### src/rtl/round_sequencer.sv
// Memory-game round sequencer: replays a growing LED pattern from a
// pattern ROM, then checks the user's key presses against it.
module round_sequencer #(
  parameter int unsigned P_ON_CYC      = 25000000,
  parameter int unsigned P_OFF_CYC     = 12500000,
  parameter int unsigned P_TIMEOUT_CYC = 250000000,
  parameter int unsigned P_MAX_LEVEL   = 16
) (
  input  logic       clock_50,
  input  logic       reset,
  input  logic       start_i,
  input  logic [3:0] key_i,
  output logic [3:0] rom_addr_o,
  input  logic [3:0] rom_data_i,
  output logic [3:0] led_o,
  output logic [4:0] level_o,
  output logic       user_turn_o,
  output logic       win_o,
  output logic       lose_o,
  output logic [3:0] state_o
);

  localparam int unsigned C_A =
    (P_ON_CYC > P_OFF_CYC) ? P_ON_CYC : P_OFF_CYC;
  localparam int unsigned C_MAX =
    (C_A > P_TIMEOUT_CYC) ? C_A : P_TIMEOUT_CYC;
  localparam int unsigned CW = $clog2(C_MAX + 1);

  localparam logic [CW-1:0] ON_LAST  = CW'(P_ON_CYC - 1);
  localparam logic [CW-1:0] OFF_LAST = CW'(P_OFF_CYC - 1);
  localparam logic [CW-1:0] TMO_LAST = CW'(P_TIMEOUT_CYC - 1);
  localparam logic [4:0]    MAX_LVL  = 5'(P_MAX_LEVEL);

  typedef enum logic [3:0] {
    S_IDLE      = 4'd0,
    S_LOAD      = 4'd1,
    S_SHOW_ON   = 4'd2,
    S_SHOW_OFF  = 4'd3,
    S_FETCH     = 4'd4,
    S_WAIT_IN   = 4'd5,
    S_ROUND_GAP = 4'd6,
    S_WIN       = 4'd7,
    S_LOSE      = 4'd8
  } state_e;

  state_e        state_q, state_d;
  logic [3:0]    idx_q, idx_d;
  logic [4:0]    level_q, level_d;
  logic [3:0]    pat_q, pat_d;
  logic [CW-1:0] cnt_q, cnt_d;
  logic          sub_q, sub_d;
  logic [3:0]    key_prev_q, key_prev_d;
  logic [3:0]    led_q, led_d;
  logic          ut_q, ut_d;
  logic          win_q, win_d;
  logic          lose_q, lose_d;

  logic       press;
  logic       match;
  logic [3:0] pressed;
  logic [4:0] idx_inc;

  always_comb begin
    state_d    = state_q;
    idx_d      = idx_q;
    level_d    = level_q;
    pat_d      = pat_q;
    cnt_d      = cnt_q;
    sub_d      = sub_q;
    key_prev_d = key_i;
    pressed    = ~key_i;
    idx_inc    = {1'b0, idx_q} + 5'd1;
    // A press is the released-to-pressed edge, seen only while waiting.
    press      = (state_q == S_WAIT_IN) && (key_i != 4'hF)
                 && (key_prev_q == 4'hF);
    match      = (pressed == pat_q) && $onehot(pressed);

    unique case (state_q)
      S_IDLE, S_WIN, S_LOSE: begin
        if (start_i) begin
          state_d = S_LOAD;
          level_d = 5'd1;
          idx_d   = 4'd0;
          sub_d   = 1'b0;
          cnt_d   = '0;
        end
      end
      S_LOAD, S_FETCH: begin
        if (!sub_q) begin
          sub_d = 1'b1;
        end else begin
          sub_d   = 1'b0;
          pat_d   = rom_data_i;
          cnt_d   = '0;
          state_d = (state_q == S_LOAD) ? S_SHOW_ON : S_WAIT_IN;
        end
      end
      S_SHOW_ON: begin
        if (cnt_q == ON_LAST) begin
          cnt_d   = '0;
          state_d = S_SHOW_OFF;
        end else begin
          cnt_d = cnt_q + CW'(1);
        end
      end
      S_SHOW_OFF: begin
        if (cnt_q == OFF_LAST) begin
          cnt_d = '0;
          if (idx_inc == level_q) begin
            idx_d   = 4'd0;
            state_d = S_FETCH;
          end else begin
            idx_d   = idx_inc[3:0];
            state_d = S_LOAD;
          end
        end else begin
          cnt_d = cnt_q + CW'(1);
        end
      end
      S_WAIT_IN: begin
        if (press) begin
          cnt_d = '0;
          if (!match) begin
            state_d = S_LOSE;
          end else if (idx_inc < level_q) begin
            idx_d   = idx_inc[3:0];
            state_d = S_FETCH;
          end else if (level_q >= MAX_LVL) begin
            state_d = S_WIN;
          end else begin
            level_d = level_q + 5'd1;
            idx_d   = 4'd0;
            state_d = S_ROUND_GAP;
          end
        end else if (cnt_q == TMO_LAST) begin
          cnt_d   = '0;
          state_d = S_LOSE;
        end else begin
          cnt_d = cnt_q + CW'(1);
        end
      end
      S_ROUND_GAP: begin
        if (cnt_q == OFF_LAST) begin
          cnt_d   = '0;
          sub_d   = 1'b0;
          state_d = S_LOAD;
        end else begin
          cnt_d = cnt_q + CW'(1);
        end
      end
      default: begin
        state_d = S_IDLE;
      end
    endcase

    // Outputs follow the next state so they line up with state_o.
    led_d  = (state_d == S_SHOW_ON) ? pat_d : 4'd0;
    ut_d   = (state_d == S_FETCH) || (state_d == S_WAIT_IN);
    win_d  = (state_d == S_WIN);
    lose_d = (state_d == S_LOSE);
  end

  always_ff @(posedge clock_50) begin
    if (reset) begin
      state_q    <= S_IDLE;
      idx_q      <= 4'd0;
      level_q    <= 5'd1;
      pat_q      <= 4'd0;
      cnt_q      <= '0;
      sub_q      <= 1'b0;
      key_prev_q <= 4'hF;
      led_q      <= 4'd0;
      ut_q       <= 1'b0;
      win_q      <= 1'b0;
      lose_q     <= 1'b0;
    end else begin
      state_q    <= state_d;
      idx_q      <= idx_d;
      level_q    <= level_d;
      pat_q      <= pat_d;
      cnt_q      <= cnt_d;
      sub_q      <= sub_d;
      key_prev_q <= key_prev_d;
      led_q      <= led_d;
      ut_q       <= ut_d;
      win_q      <= win_d;
      lose_q     <= lose_d;
    end
  end

  assign rom_addr_o  = idx_q;
  assign state_o     = state_q;
  assign led_o       = led_q;
  assign level_o     = level_q;
  assign user_turn_o = ut_q;
  assign win_o       = win_q;
  assign lose_o      = lose_q;

endmodule

### config.mk
export PLATFORM = sky130hd
export DESIGN_NAME = round_sequencer
export DESIGN_NICKNAME = d
export VERILOG_FILES = /design/src/rtl/round_sequencer.sv
export SDC_FILE = /design/constraint.sdc
export NUM_CORES = 1
export LEC_CHECK = 0
export ABC_CLOCK_PERIOD_IN_PS = 3300
export BUFFER_PORTS_ARGS = -buffer_cell sky130_fd_sc_hd__buf_2
export CORE_AREA = 4 4 86 88
export CTS_CLUSTER_SIZE = 12
export DETAILED_ROUTE_END_ITERATION = 10
export DIE_AREA = 0 0 90 92
export HOLD_SLACK_MARGIN = 0.1
export PLACE_DENSITY = 0.67
export SLEW_MARGIN = 20
export SYNTH_ARGS = -nofsm -noshare
export SYNTH_HDL_FRONTEND = slang
export SYNTH_SLANG_ARGS = --single-unit
### constraint.sdc
create_clock -name clock_50 -period 3.3 [get_ports clock_50]
set_input_delay 0.66 -clock clock_50 [delete_from_list [all_inputs] [get_ports clock_50]]
set_output_delay 0.66 -clock clock_50 [all_outputs]
set_load 0.05 [all_outputs]
==> results of run 1 <==
[cells by family after synthesis]
group,Yosys count
AND/OR/NAND/NOR,189
multiplexers,1
adder cells (fa/ha/maj),13
AO/OA/AOI/OAI,66
XOR/XNOR,31
flip-flops,57
buffers and inverters,37
[per-layer routing]
layer	vias up	global-route usage [%]
li1	1510	-
met1	1412	24.4
met5	-	0
met4	0	8.04
met2	61	32.2
met3	17	4.02
[registers in the layout, indices dropped and copies added (netlist names), 4 cells and up]
name,count
cnt_q,28
key_prev_q,4
led_o,4
level_o,5
pat_q,4
rom_addr_o,4
state_o,4
[Yosys cell counts, types with 3 or more instances]
library cell	instances
sky130_fd_sc_hd__a21o_1	3
sky130_fd_sc_hd__a21oi_1	19
sky130_fd_sc_hd__a31oi_1	4
sky130_fd_sc_hd__and2_1	3
sky130_fd_sc_hd__and4_1	4
sky130_fd_sc_hd__buf_2	3
sky130_fd_sc_hd__clkbuf_1	15
sky130_fd_sc_hd__dfxtp_1	57
sky130_fd_sc_hd__ha_1	12
sky130_fd_sc_hd__inv_1	19
sky130_fd_sc_hd__nand2_1	22
sky130_fd_sc_hd__nand2b_1	3
sky130_fd_sc_hd__nand3_1	20
sky130_fd_sc_hd__nand4_1	12
sky130_fd_sc_hd__nor2_1	48
sky130_fd_sc_hd__nor2b_1	5
sky130_fd_sc_hd__nor3_1	18
sky130_fd_sc_hd__nor4_1	11
sky130_fd_sc_hd__nor4b_1	5
sky130_fd_sc_hd__o211ai_1	4
sky130_fd_sc_hd__o21ai_0	9
sky130_fd_sc_hd__o311ai_0	3
sky130_fd_sc_hd__or2_2	8
sky130_fd_sc_hd__or3_1	4
sky130_fd_sc_hd__or4_1	7
sky130_fd_sc_hd__xnor2_1	28
sky130_fd_sc_hd__xor2_1	3
[cell type report]
class | count | area share [%]
tap | 80 | 2.68
inverter | 19 | 1.91
clock buffer | 9 | 3.32
clock inverter | 7 | 1.91
sequential | 57 | 30.6
multi-input combinational | 300 | 52.1
timing repair buffer | 46 | 7.51
[critical path: stages (launching register included)]
cell and delay, ps:
sky130_fd_sc_hd__dfxtp_1 360, sky130_fd_sc_hd__or4b_1 560, sky130_fd_sc_hd__or4_1 550, sky130_fd_sc_hd__or4_1 490, sky130_fd_sc_hd__a32o_2 300, sky130_fd_sc_hd__or4b_1 470, sky130_fd_sc_hd__a21oi_1 140
[placed cells by master, fill, tap and decap left out, types with 4 or more instances in the layout]
| master | instances |
|---|---|
| sky130_fd_sc_hd__nor4b_1 | 5 |
| sky130_fd_sc_hd__buf_4 | 14 |
| sky130_fd_sc_hd__nand2_1 | 22 |
| sky130_fd_sc_hd__nor3_1 | 18 |
| sky130_fd_sc_hd__a31oi_1 | 4 |
| sky130_fd_sc_hd__nand4_1 | 12 |
| sky130_fd_sc_hd__nor2b_1 | 5 |
| sky130_fd_sc_hd__or4_1 | 7 |
| sky130_fd_sc_hd__and4_1 | 4 |
| sky130_fd_sc_hd__or2_2 | 8 |
| sky130_fd_sc_hd__inv_1 | 19 |
| sky130_fd_sc_hd__xnor2_1 | 28 |
| sky130_fd_sc_hd__dfxtp_1 | 57 |
| sky130_fd_sc_hd__nand3_1 | 20 |
| sky130_fd_sc_hd__nor2_1 | 48 |
| sky130_fd_sc_hd__ha_1 | 12 |
| sky130_fd_sc_hd__o21ai_0 | 9 |
| sky130_fd_sc_hd__o211ai_1 | 4 |
| sky130_fd_sc_hd__nor4_1 | 11 |
| sky130_fd_sc_hd__a21oi_1 | 19 |
| sky130_fd_sc_hd__buf_2 | 31 |
| sky130_fd_sc_hd__clkbuf_8 | 9 |
| sky130_fd_sc_hd__or3_1 | 4 |
[power groups by stage]
stage                     Clock [mW]  Sequential, mW  Combinational, mW
final                          0.649           0.713              0.174
after global routing           0.688           0.714              0.193
after CTS                      0.658           0.712              0.174
after detailed placement           0           0.728              0.173
after global placement             0           0.728              0.172
after floorplan                    0           0.726              0.118
[worst min-delay path by stage]
stage | from | depth (start not counted) | end
3_5_place_dp | pat_q[0] | 2 | pat_q[0]
3_3_place_gp | level_o[3] | 2 | level_o[3]
5_1_grt | pat_q[1] | 2 | pat_q[1]
6_report | pat_q[0] | 2 | pat_q[0]
4_1_cts | pat_q[0] | 2 | pat_q[0]
2_1_floorplan | pat_q[0] | 2 | pat_q[0]
[through the flow]
step,power (mW),hold slack [ps],setup WS (ps),utilization [%]
floorplan,0.845,461,226,-
global placement,0.899,482,78.3,53.2
detailed placement,0.901,485,49.4,53.2
CTS,1.54,495,373,56.1
global route,1.59,533,182,56.2
finish,1.54,491,366,56.2
==> run summary, run 1 <==
In this run the worst path has a maximum fanout of 8. For the net count after synthesis, the log shows 418. Setup repair after global routing left no endpoint under its margin. The critical path endpoint category is a flop. The area fraction of the dominant cell type after synthesis was 35.3%; the maximum clock rate was 0.341 GHz.

TritonCTS built the clock tree. The vertical die dimension was 92 um; the count of pins on the block boundary was 31. The number of placed cells counting well taps came out at 501. The run gives 30 as the number of standard-cell rows in the floorplan. Of the total power, registers draw 46.4%. Summing the areas of all and, or, nand and nor instances in the mapped netlist gives 32.1% of the synthesized area.

The layout overhead on the synthesized area works out to 15.6%. Of the total power, combinational logic draws 11.3%. In this run the critical register-to-register path is captured at rom_addr_o[0]. For the final weighted congestion in routability-driven placement, the log shows 0.871. In this run, the clock network consumes 42.3% of the power.

For this run, asynchronously set or reset flops after synthesis account for 0%. The H-tree depth reported by CTS is 3. Following the worst setup path forward leads to its endpoint at rom_addr_o[0]. The floorplan step defined a die boundary enclosing 0.00828 mm^2. The effective utilization at floorplan was 48.6%. The commonest register cell after synthesis is sky130_fd_sc_hd__dfxtp_1. Cell area power density: 411 mW/mm^2.

The region available for standard cell placement spans 0.00664 mm^2. Number of global-route vias before repair: 2775. Net switching is 27.4% of the power.

In the final layout, flip-flops and latches occupy 0.00114 mm^2. Counting flops and latches in the post-synthesis netlist gives 57. Cell internal power was estimated by the tool at 1.11 mW.

Critical path start-end classification: reg -> reg. The number of setup buffers added after CTS was 0; the shortest clock period the worst path allows after layout was 2930 ps. The run finished with clean final reports. The worst setup path is launched from a flop. The cell accounting for the most synthesized area is sky130_fd_sc_hd__dfxtp_1. After technology mapping, the gate count stands at 394.

Sorting the synthesized cells by area gives the leading types as sky130_fd_sc_hd__dfxtp_1 35%, sky130_fd_sc_hd__xnor2_1 7.6%, sky130_fd_sc_hd__nor2_1 5.6%, sky130_fd_sc_hd__ha_1 4.7%, sky130_fd_sc_hd__nand3_1 3.1%. The worst supply voltage drop on vdd was 0.000237 V; the number of optimization iterations in the first detailed-route pass was 4. The finished layout holds 518 standard cells, fillers aside. The run gives 0 as the number of failing hold endpoints at the final stage.

The number of nets at the end of the flow was 457. After synthesis, the largest family of logic cells by area is simple AND/OR/NAND/NOR gates. The total setup violations reported at the end of the flow is 0. Count of cells along the worst register-to-register path: 6. Data arrives at the worst endpoint at 3210 ps.

The first global-routing pass estimated 13.3 mm of wire. The number of antenna violations at the first check in global routing was 0; the routed length on met1 was 3.62 mm. In this run, the number of DRC markers left after iteration 0 of detailed routing was 138.

The cell area that synthesis handed to floorplanning was 0.00323 mm^2. The min-delay analysis places its worst path in the category reg -> reg. The adder and majority gate portion of the synthesized area was 5.27%; the number of distinct library cell variants in the gate-level netlist after synthesis was 59. The quantity of gates resized following cts came out at 0. The worst register-to-register path begins at cnt_q[14]. Summing the areas of all compound-gate instances in the mapped netlist gives 14.1% of the synthesized area. Of the cells placed in the final design, the portion with a size suffix greater than 1 is 17.4%. The analysis attributes to cell leakage a power of 1.34 nW.

The tools report the fill cell instance count of the final layout as 635. After detailed routing, no signal wire sits above met4. The tree built by TritonCTS fans out to 57 sinks. For this run, design rule violations remaining after detail routing come to 0. The accumulated negative setup slack is 0 ps. The logs give 0 for the total of hold buffers inserted after clock tree synthesis and 27 for the pin count of the biggest net entering global routing.

The clock transition at the registers of the reported paths was 70 ps; the count of yosys warnings during synthesis was 0. Clock tree synthesis inserted a total of 9 buffers. The launch point of the worst path was cnt_q[14]. The wire length on met2 is 3.72 mm, and the measured slew at the worst slew-check pin is 713 ps. Once layout is done, the placed cells without fillers occupy 0.00373 mm^2. The tools report the relative slew slack as 52.1%. The worst setup skew after layout is 8.10 ps, and the count of buffers from port buffering is 30. In the final layout, the multi-input gates occupy 0.00194 mm^2. The multiplexer share of the synthesized area is 0.310%, and the max-slew violation total from the final report is 0. For this block, the routed nets add up to 7.81 mm of wire.

The logs give 370 ps for the setup slack of the worst register-to-register path and 3580 ps for the worst path required time. Summed over all nets, the switching power comes to 0.421 mW. The HPWL after detailed placement is 5.78 mm.

The placed instances occupy a cell area of 0.00353 mm^2. The antenna diode instance count was 0. The via count of the routed design was 3000.

The run gives 0 as the max capacitance violation total. No sink is reached through more buffers than the 2 on the longest clock path. For this run, the total global-route usage over all layers was measured as 19.4%.

The tree is rooted in a sky130_fd_sc_hd__clkbuf_8. Sequential elements use 35.3% of the synthesized area. The number of enable flip-flop cells after synthesis is 0.

The leftover overflow at the end of global routing is 0. In this run the horizontal extent of the chip is 90 um. Wire segments on met3 add up to 343 um in the final route.

The later pin in the worst-skew pair is clocked with a latency of 340 ps. In this run the remaining antenna-violating nets after routing total 0. After Yosys synthesis, XOR and XNOR cells account for 8.41% of the synthesized area.

The routed length per instance came out at 15.1 um. The final worst-path cycle share is 88.9%. The via density per instance was 5.79; the synthesized area per cell was 8.19 um^2.
Power figures use the tool's default switching activity.
==> inputs of run 2 (changes only) <==
--- a/config.mk
+++ b/config.mk
@@ -7,12 +7,12 @@
 export LEC_CHECK = 0
 export ABC_CLOCK_PERIOD_IN_PS = 3300
 export BUFFER_PORTS_ARGS = -buffer_cell sky130_fd_sc_hd__buf_2
-export CORE_AREA = 4 4 86 88
+export CORE_AREA = 4 4 90 92
 export CTS_CLUSTER_SIZE = 12
 export DETAILED_ROUTE_END_ITERATION = 10
-export DIE_AREA = 0 0 90 92
+export DIE_AREA = 0 0 94 96
 export HOLD_SLACK_MARGIN = 0.1
-export PLACE_DENSITY = 0.67
+export PLACE_DENSITY = 0.62
 export SLEW_MARGIN = 20
 export SYNTH_ARGS = -nofsm -noshare
 export SYNTH_HDL_FRONTEND = slang
==> run summary, run 2 (same netlist as run 1, synthesis figures left out) <==
The cell area power density was 423 mW/mm^2 (was 411 mW/mm^2). The total setup violations reported at the end of the flow was 0 (unchanged); the number of antenna violations at the first check in global routing was 0 (unchanged). The largest stage delay on the critical path came out at 560 ps (about the same). The final worst-path cycle share is 89.2% (was 88.9%), and the number of sinks handled by clock tree synthesis is 57 (unchanged).

The tools report the number of standard-cell rows in the floorplan as 31 (was 30). Clock share of power: 44.8% (was 42.3%). The tools report the launching point of the worst reg2reg path as cnt_q[14] (unchanged).

The internal power of the cells came out at 1.19 mW (was 1.11 mW). Global-route wire length before repair: 13.4 mm (was 13.3 mm). The worst setup skew after layout is 12.2 ps (was 8.10 ps). The layout overhead on the synthesized area was 17.8% (was 15.6%). H-tree depth reported by CTS: 3 (unchanged).

The flip-flop count of the largest register, all copies and words added works out to 28 (unchanged). The routed length per instance was 14.7 um (was 15.1 um). The run gives 4 (unchanged) as the number of optimization iterations in the first detailed-route pass. The tools report the launch point of the worst path as cnt_q[14] (unchanged).

The cell at the slowest stage of the critical path is sky130_fd_sc_hd__or4b_1 (unchanged). The logs give 7.94 mm (was 7.81 mm) for the routed wire length and 0.340 GHz (was 0.341 GHz) for the maximum clock rate. The tools report the root buffer selected by CTS as sky130_fd_sc_hd__clkbuf_8 (unchanged). The total of hold buffers inserted after clock tree synthesis was 0 (unchanged); the final weighted congestion in routability-driven placement was 0.861 (was 0.871).

For the number of clock buffers inserted by TritonCTS, the log shows 9 (unchanged). The run gives 0 (unchanged) as the leftover overflow at the end of global routing. The tools report the number of global-route vias before repair as 2724 (was 2775).

For the quantity of gates resized following cts, the log shows 0 (unchanged). Top library cells by usage in the layout, fill and taps aside: 57 x sky130_fd_sc_hd__dfxtp_1, 48 x sky130_fd_sc_hd__nor2_1, 30 x sky130_fd_sc_hd__buf_2 (was 57 x sky130_fd_sc_hd__dfxtp_1, 48 x sky130_fd_sc_hd__nor2_1, 31 x sky130_fd_sc_hd__buf_2). The measured slew at the worst slew-check pin came out at 706 ps (was 713 ps). The tools report the critical path endpoint category as a flop (unchanged).

The run gives 0 (unchanged) as the max-slew violation total from the final report. Final antenna-violating net count: 0 (unchanged). The fill cell instance count of the final layout is 741 (was 635), and the number of failing hold endpoints at the final stage is 0 (unchanged). Critical path cell sequence: or4b_1 > or4_1 > or4_1 > a32o_2 > or4b_1 > a21oi_1 (unchanged). The run gives 0.00721 mm^2 (was 0.00664 mm^2) as the core footprint. The sequential group share of total power came out at 44.3% (was 46.4%).

The accumulated negative setup slack was 0 ps (unchanged); the switching power of the nets was 0.418 mW (was 0.421 mW). The via density per instance is 5.62 (was 5.79), and the share of final-layout standard cells stronger than drive strength 1 is 17.9% (was 17.4%). The final design utilization was 52.7% (was 56.2%); the number of setup buffers added after CTS was 0 (unchanged). The class of the most critical hold timing path was reg -> reg (unchanged). The pin count of the biggest net entering global routing is 27 (unchanged), and the die outline area is 0.00902 mm^2 (was 0.00828 mm^2). Most common cell after layout, fill and taps aside: sky130_fd_sc_hd__dfxtp_1 (unchanged). The logs give 3033 (was 3000) for the via count of the routed design and 10.9% (was 11.3%) for the relative contribution of combinational cells to total power. The worst path required time came out at 3570 ps (was 3580 ps). Setup repair after global routing left no endpoint under its margin. The sum of net half-perimeters after detailed placement is 5.85 mm (was 5.78 mm), and the count of pins on the block boundary is 31 (unchanged).

The buffering stage count on the worst path with inverters included is 0 (unchanged), and the number of remaining DRC errors is 0 (unchanged). The vertical die dimension came out at 96 um (was 92 um). For the DRC marker count from the first detailed-route iteration, the log shows 182 (was 138). The critical path start-end classification is reg -> reg (unchanged). The clock transition at the registers of the reported paths is 70 ps (about the same). Effective utilization at floorplan: 44.7% (was 48.6%). The switching part of the total is 25.9% (was 27.4%), and the buffer levels on the longest clock path is 2 (unchanged). The largest fanout on the critical path was 8 (unchanged).

The most flop-heavy register is cnt_q (unchanged). The die span in x is 94 um (was 90 um). The clock latency at the later pin of the worst-skew pair was 340 ps (about the same); the count of buffers from port buffering was 30 (unchanged). TritonCTS built the clock tree. The tools report the nature of the critical path startpoint as a flop (unchanged). For the number of nets at the end of the flow, the log shows 460 (was 457). The dominant delay contributor by cell family on the critical path is simple AND/OR/NAND/NOR gates (unchanged).

The max capacitance violation total came out at 0 (unchanged). The shortest clock period the worst path allows after layout is 2940 ps (was 2930 ps). The relative slew slack is 52.6% (was 52.1%). Leakage power of the design: 1.38 nW (was 1.34 nW). The beginning of the worst hold path was pat_q[0] (unchanged). The run gives 3220 ps (was 3210 ps) as the data arrival time of the critical path. The flow ran to the end, and the final reports show no timing, DRC or antenna violations.

The antenna diode instance count is 0 (unchanged), and the all-layer global routing usage is 18.8% (was 19.4%). Worst supply voltage drop on vdd: 0.000424 V (was 0.000237 V).
## run 2: layer usage
layer | wire, um | track usage [%] | vias up
li1 | - | - | 1512
met1 | 3730 | 24.7 | 1432
met2 | 3700 | 29.9 | 76
met3 | 372 | 5.16 | 13
met4 | 127 | 6.26 | 0
met5 | 0 | 0 | -
## run 2: final cells by class
| class | instances | area [um^2] | share of cell area [%] |
|---|---|---|---|
| clock buffer | 9 | 124 | 3.26 |
| clock inverter | 7 | 93.8 | 2.47 |
| inverter | 19 | 71.3 | 1.87 |
| multi-input combinational | 300 | 1940 | 51.1 |
| sequential | 57 | 1140 | 30.0 |
| tap | 99 | 124 | 3.26 |
| timing repair buffer | 49 | 305 | 8.03 |
## run 2: power groups by stage
| stage | Combinational, mW | Sequential [mW] | Clock, mW |
|---|---|---|---|
| 2_1_floorplan | 0.118 | 0.726 | 0 |
| 6_report | 0.175 | 0.713 | 0.721 |
| 5_1_grt | 0.194 | 0.714 | 0.771 |
| 3_5_place_dp | 0.174 | 0.728 | 0 |
| 4_1_cts | 0.175 | 0.712 | 0.740 |
| 3_3_place_gp | 0.172 | 0.728 | 0 |
## run 2: final timing paths
path | to | slack [ps] | cells after the start
setup / recovery | rom_addr_o[0] | 360 | 6
hold reg to reg | pat_q[0] | 500 | 2
hold / removal | pat_q[0] | 500 | 2
setup reg to reg | rom_addr_o[0] | 360 | 6
## run 2: stage by stage
| step | total power, mW | setup slack [ps] | cell area (um^2) | hold WS (ps) | cells |
|---|---|---|---|---|---|
| finish | 1.61 | 355 | 3800 | 504 | 540 |
| global route | 1.68 | 156 | 3800 | 536 | 540 |
| CTS | 1.63 | 360 | 3800 | 506 | 539 |
| detailed placement | 0.902 | -5.97 | 3580 | 494 | 523 |
| global placement | 0.900 | 56.3 | 3580 | 497 | 523 |
| floorplan | 0.845 | 226 | 3230 | 461 | 394 |
## run 2: worst min-delay path: cells and delay by family (launching register included)
kind	cells	cell delay, ps
flops	1	320
simple gates	1	60
compound gates	1	70
==> inputs of run 3 (changes only) <==
--- a/config.mk
+++ b/config.mk
@@ -7,12 +7,13 @@
 export LEC_CHECK = 0
 export ABC_CLOCK_PERIOD_IN_PS = 3300
 export BUFFER_PORTS_ARGS = -buffer_cell sky130_fd_sc_hd__buf_2
-export CORE_AREA = 4 4 90 92
+export CORE_AREA = 4 4 80 82
 export CTS_CLUSTER_SIZE = 12
 export DETAILED_ROUTE_END_ITERATION = 10
-export DIE_AREA = 0 0 94 96
+export DIE_AREA = 0 0 84 86
 export HOLD_SLACK_MARGIN = 0.1
-export PLACE_DENSITY = 0.62
+export PLACE_DENSITY = 0.77
+export RECOVER_POWER = 50
 export SLEW_MARGIN = 20
 export SYNTH_ARGS = -nofsm -noshare
 export SYNTH_HDL_FRONTEND = slang
==> run summary, run 3 (same netlist as run 1, synthesis figures left out) <==
The via density per instance is 5.95 (was 5.62). The run gives 3280 ps (was 3220 ps) as the data arrival time of the critical path. The quantity of gates resized following cts was 0 (unchanged). Setup repair after global routing left no endpoint under its margin. For the pin count of the biggest net entering global routing, the log shows 27 (unchanged). Most flop-heavy register: cnt_q (unchanged). The final worst-path cycle share is 91.6% (was 89.2%). The top metal layer carrying routed signals is met4 (unchanged).

The vertical die dimension works out to 86 um (was 96 um). The all-layer global routing usage came out at 23.4% (was 18.8%). The maximum clock rate came out at 0.331 GHz (was 0.340 GHz). The largest fanout on the critical path is 8 (unchanged).

The placed instance area is 0.00350 mm^2 (was 0.00358 mm^2). The tools report the root buffer selected by CTS as sky130_fd_sc_hd__clkbuf_8 (unchanged). The run gives 25.7% (was 52.6%) as the relative slew slack.

The cell area power density was 442 mW/mm^2 (was 423 mW/mm^2); the max-slew violation total from the final report was 0 (unchanged). The H-tree depth reported by CTS was 3 (unchanged); the number of antenna violations at the first check in global routing was 0 (unchanged). Post-layout worst setup margin: 277 ps (was 355 ps). The tools report the leakage power of the design as 1.25 nW (was 1.38 nW).

The final antenna-violating net count was 0 (unchanged); the met3 routed wirelength was 341 um (was 372 um). The tools report the number of clock buffers inserted by TritonCTS as 9 (unchanged). The clock latency at the later pin of the worst-skew pair is 350 ps (was 340 ps). The run finished with clean final reports. Worst supply voltage drop on vdd: 0.000315 V (was 0.000424 V). The number of sinks handled by clock tree synthesis was 57 (unchanged); the number of global-route vias before repair was 2939 (was 2724). The flip-flop count of the largest register, all copies and words added was 28 (unchanged); the number of placed cells counting well taps was 492 (was 523). The number of optimization iterations in the first detailed-route pass was 4 (unchanged); the switching power of the nets was 0.403 mW (was 0.418 mW).

The leftover overflow at the end of global routing came out at 0 (unchanged). The buffer levels on the longest clock path is 2 (unchanged). The shortest clock period the worst path allows after layout is 3020 ps (was 2940 ps). Top library cells by usage in the layout, fill and taps aside: 57 x sky130_fd_sc_hd__dfxtp_1, 48 x sky130_fd_sc_hd__nor2_1, 28 x sky130_fd_sc_hd__xnor2_1 (was 57 x sky130_fd_sc_hd__dfxtp_1, 48 x sky130_fd_sc_hd__nor2_1, 30 x sky130_fd_sc_hd__buf_2). The overall power consumption was 1.63 mW (was 1.61 mW); the effective utilization at floorplan was 56.2% (was 44.7%).

The logs give 3.72 mm (was 3.70 mm) for the wire length on met2 and 5.59 mm (was 5.85 mm) for the sum of net half-perimeters after detailed placement. The capture instance of the worst register-to-register path was rom_addr_o[0] (unchanged). The count of pins on the block boundary came out at 31 (unchanged). The total setup violations reported at the end of the flow was 0 (unchanged); the routed length per instance was 15.1 um (was 14.7 um).

Share of final-layout standard cells stronger than drive strength 1: 10.8% (was 17.9%). The run gives 3.46 mm (was 3.73 mm) as the routed length on met1. The run gives 453 (was 460) as the number of nets at the end of the flow.

The count of buffers from port buffering is 30 (unchanged), and the post-layout instance area is 0.00368 mm^2 (was 0.00380 mm^2). The worst hold slack came out at 500 ps (was 504 ps). Beginning of the worst hold path: pat_q[0] (unchanged). The clock transition at the registers of the reported paths is 70 ps (about the same), and the count of cells along the worst hold path is 2 (unchanged). Number of failing hold endpoints at the final stage: 0 (unchanged). The die outline area is 0.00722 mm^2 (was 0.00902 mm^2), and the final design utilization is 64.1% (was 52.7%).

Measured slew at the worst slew-check pin: 1110 ps (was 706 ps). The most common cell after layout, fill and taps aside was sky130_fd_sc_hd__dfxtp_1 (unchanged). For the internal power of the cells, the log shows 1.22 mW (was 1.19 mW).

The final weighted congestion in routability-driven placement came out at 0.875 (was 0.861). TritonCTS built the clock tree. The die span in x is 84 um (was 94 um).

The number of remaining DRC errors is 0 (unchanged), and the layout overhead on the synthesized area is 14.1% (was 17.8%). The DRC marker count from the first detailed-route iteration was 219 (was 182); the number of setup buffers added after CTS was 0 (unchanged). The number of standard cells in the final layout excluding fillers came out at 509 (was 540).

Total of hold buffers inserted after clock tree synthesis: 0 (unchanged). For the worst path required time, the log shows 3560 ps (was 3570 ps). The run gives 0.00575 mm^2 (was 0.00721 mm^2) as the core footprint. For the antenna diode instance count, the log shows 0 (unchanged). Count of cells along the worst register-to-register path: 6 (unchanged). The global-route wire length before repair is 13.8 mm (was 13.4 mm).

The critical path start-end classification is reg -> reg (unchanged). The critical path endpoint category was a flop (unchanged). The worst setup skew after layout was 9.37 ps (was 12.2 ps); the number of standard-cell rows in the floorplan was 28 (was 31). The accumulated negative setup slack was 0 ps (unchanged). The tools report the hold path endpoint as pat_q[0] (unchanged). The switching part of the total is 24.8% (was 25.9%). Pre-CTS setup slack: -16.0 ps (was -5.97 ps). The run gives 46.4% (was 44.8%) as the clock share of power. For the max capacitance violation total, the log shows 0 (unchanged). The run gives 43.8% (was 44.3%) as the sequential group share of total power. The nature of the critical path startpoint is a flop (unchanged).

The tools report the setup slack of the worst register-to-register path as 280 ps (was 360 ps). The class of the most critical hold timing path was reg -> reg (unchanged). The tools report the routed wire length as 7.71 mm (was 7.94 mm). Via count of the routed design: 3029 (was 3033). The launching point of the worst reg2reg path is cnt_q[23] (was cnt_q[14]). The relative contribution of combinational cells to total power was 9.8% (was 10.9%).
## run 3: cell count changes in the layout (fill, tap and decap cells not counted), sizes merged
cell    delta
buf       -31
clkbuf    +27
clkinv     -2
inv        -1
## run 3: worst max path at each step
stage | start | to | slack, ps | cells after the start
after floorplan | key_i[0] | rom_addr_o[0] | 230 | 10
after global placement | key_i[0] | level_o[4] | 50 | 10
after detailed placement | key_i[0] | level_o[4] | -20 | 10
after CTS | cnt_q[23] | rom_addr_o[0] | 280 | 6
after global routing | key_i[0] | level_o[4] | 110 | 10
final | cnt_q[23] | rom_addr_o[0] | 280 | 6
## run 3: layout make-up
type,instances,area (um^2)
Multi-Input combinational cell,300,1940
Timing Repair Buffer,42,206
Tap cell,75,93.8
Clock inverter,4,75.1
Clock buffer,12,155
Fill cell,510,2060
Sequential cell,57,1140
Inverter,19,71.3
## run 3: metal layers
layer  vias up  track usage (%)
met1      1441             27.8
met2        72             40.1
met3        15             4.61
li1       1501                -
met4         0             11.8
met5         -                0
## run 3: worst max-delay path, cell delays in order, from the launching register on
cell                      delay (ps)
sky130_fd_sc_hd__dfxtp_1         460
sky130_fd_sc_hd__or4b_1          500
sky130_fd_sc_hd__or4_1           550
sky130_fd_sc_hd__or4_1           500
sky130_fd_sc_hd__a32o_2          300
sky130_fd_sc_hd__or4b_1          480
sky130_fd_sc_hd__a21oi_1         150
## run 3: power groups by stage
stage	Combinational (mW)	Sequential [mW]	Clock [mW]
2_1_floorplan	0.118	0.726	0
3_3_place_gp	0.166	0.728	0
3_5_place_dp	0.168	0.727	0
4_1_cts	0.170	0.712	0.767
5_1_grt	0.181	0.715	0.792
6_report	0.160	0.713	0.754
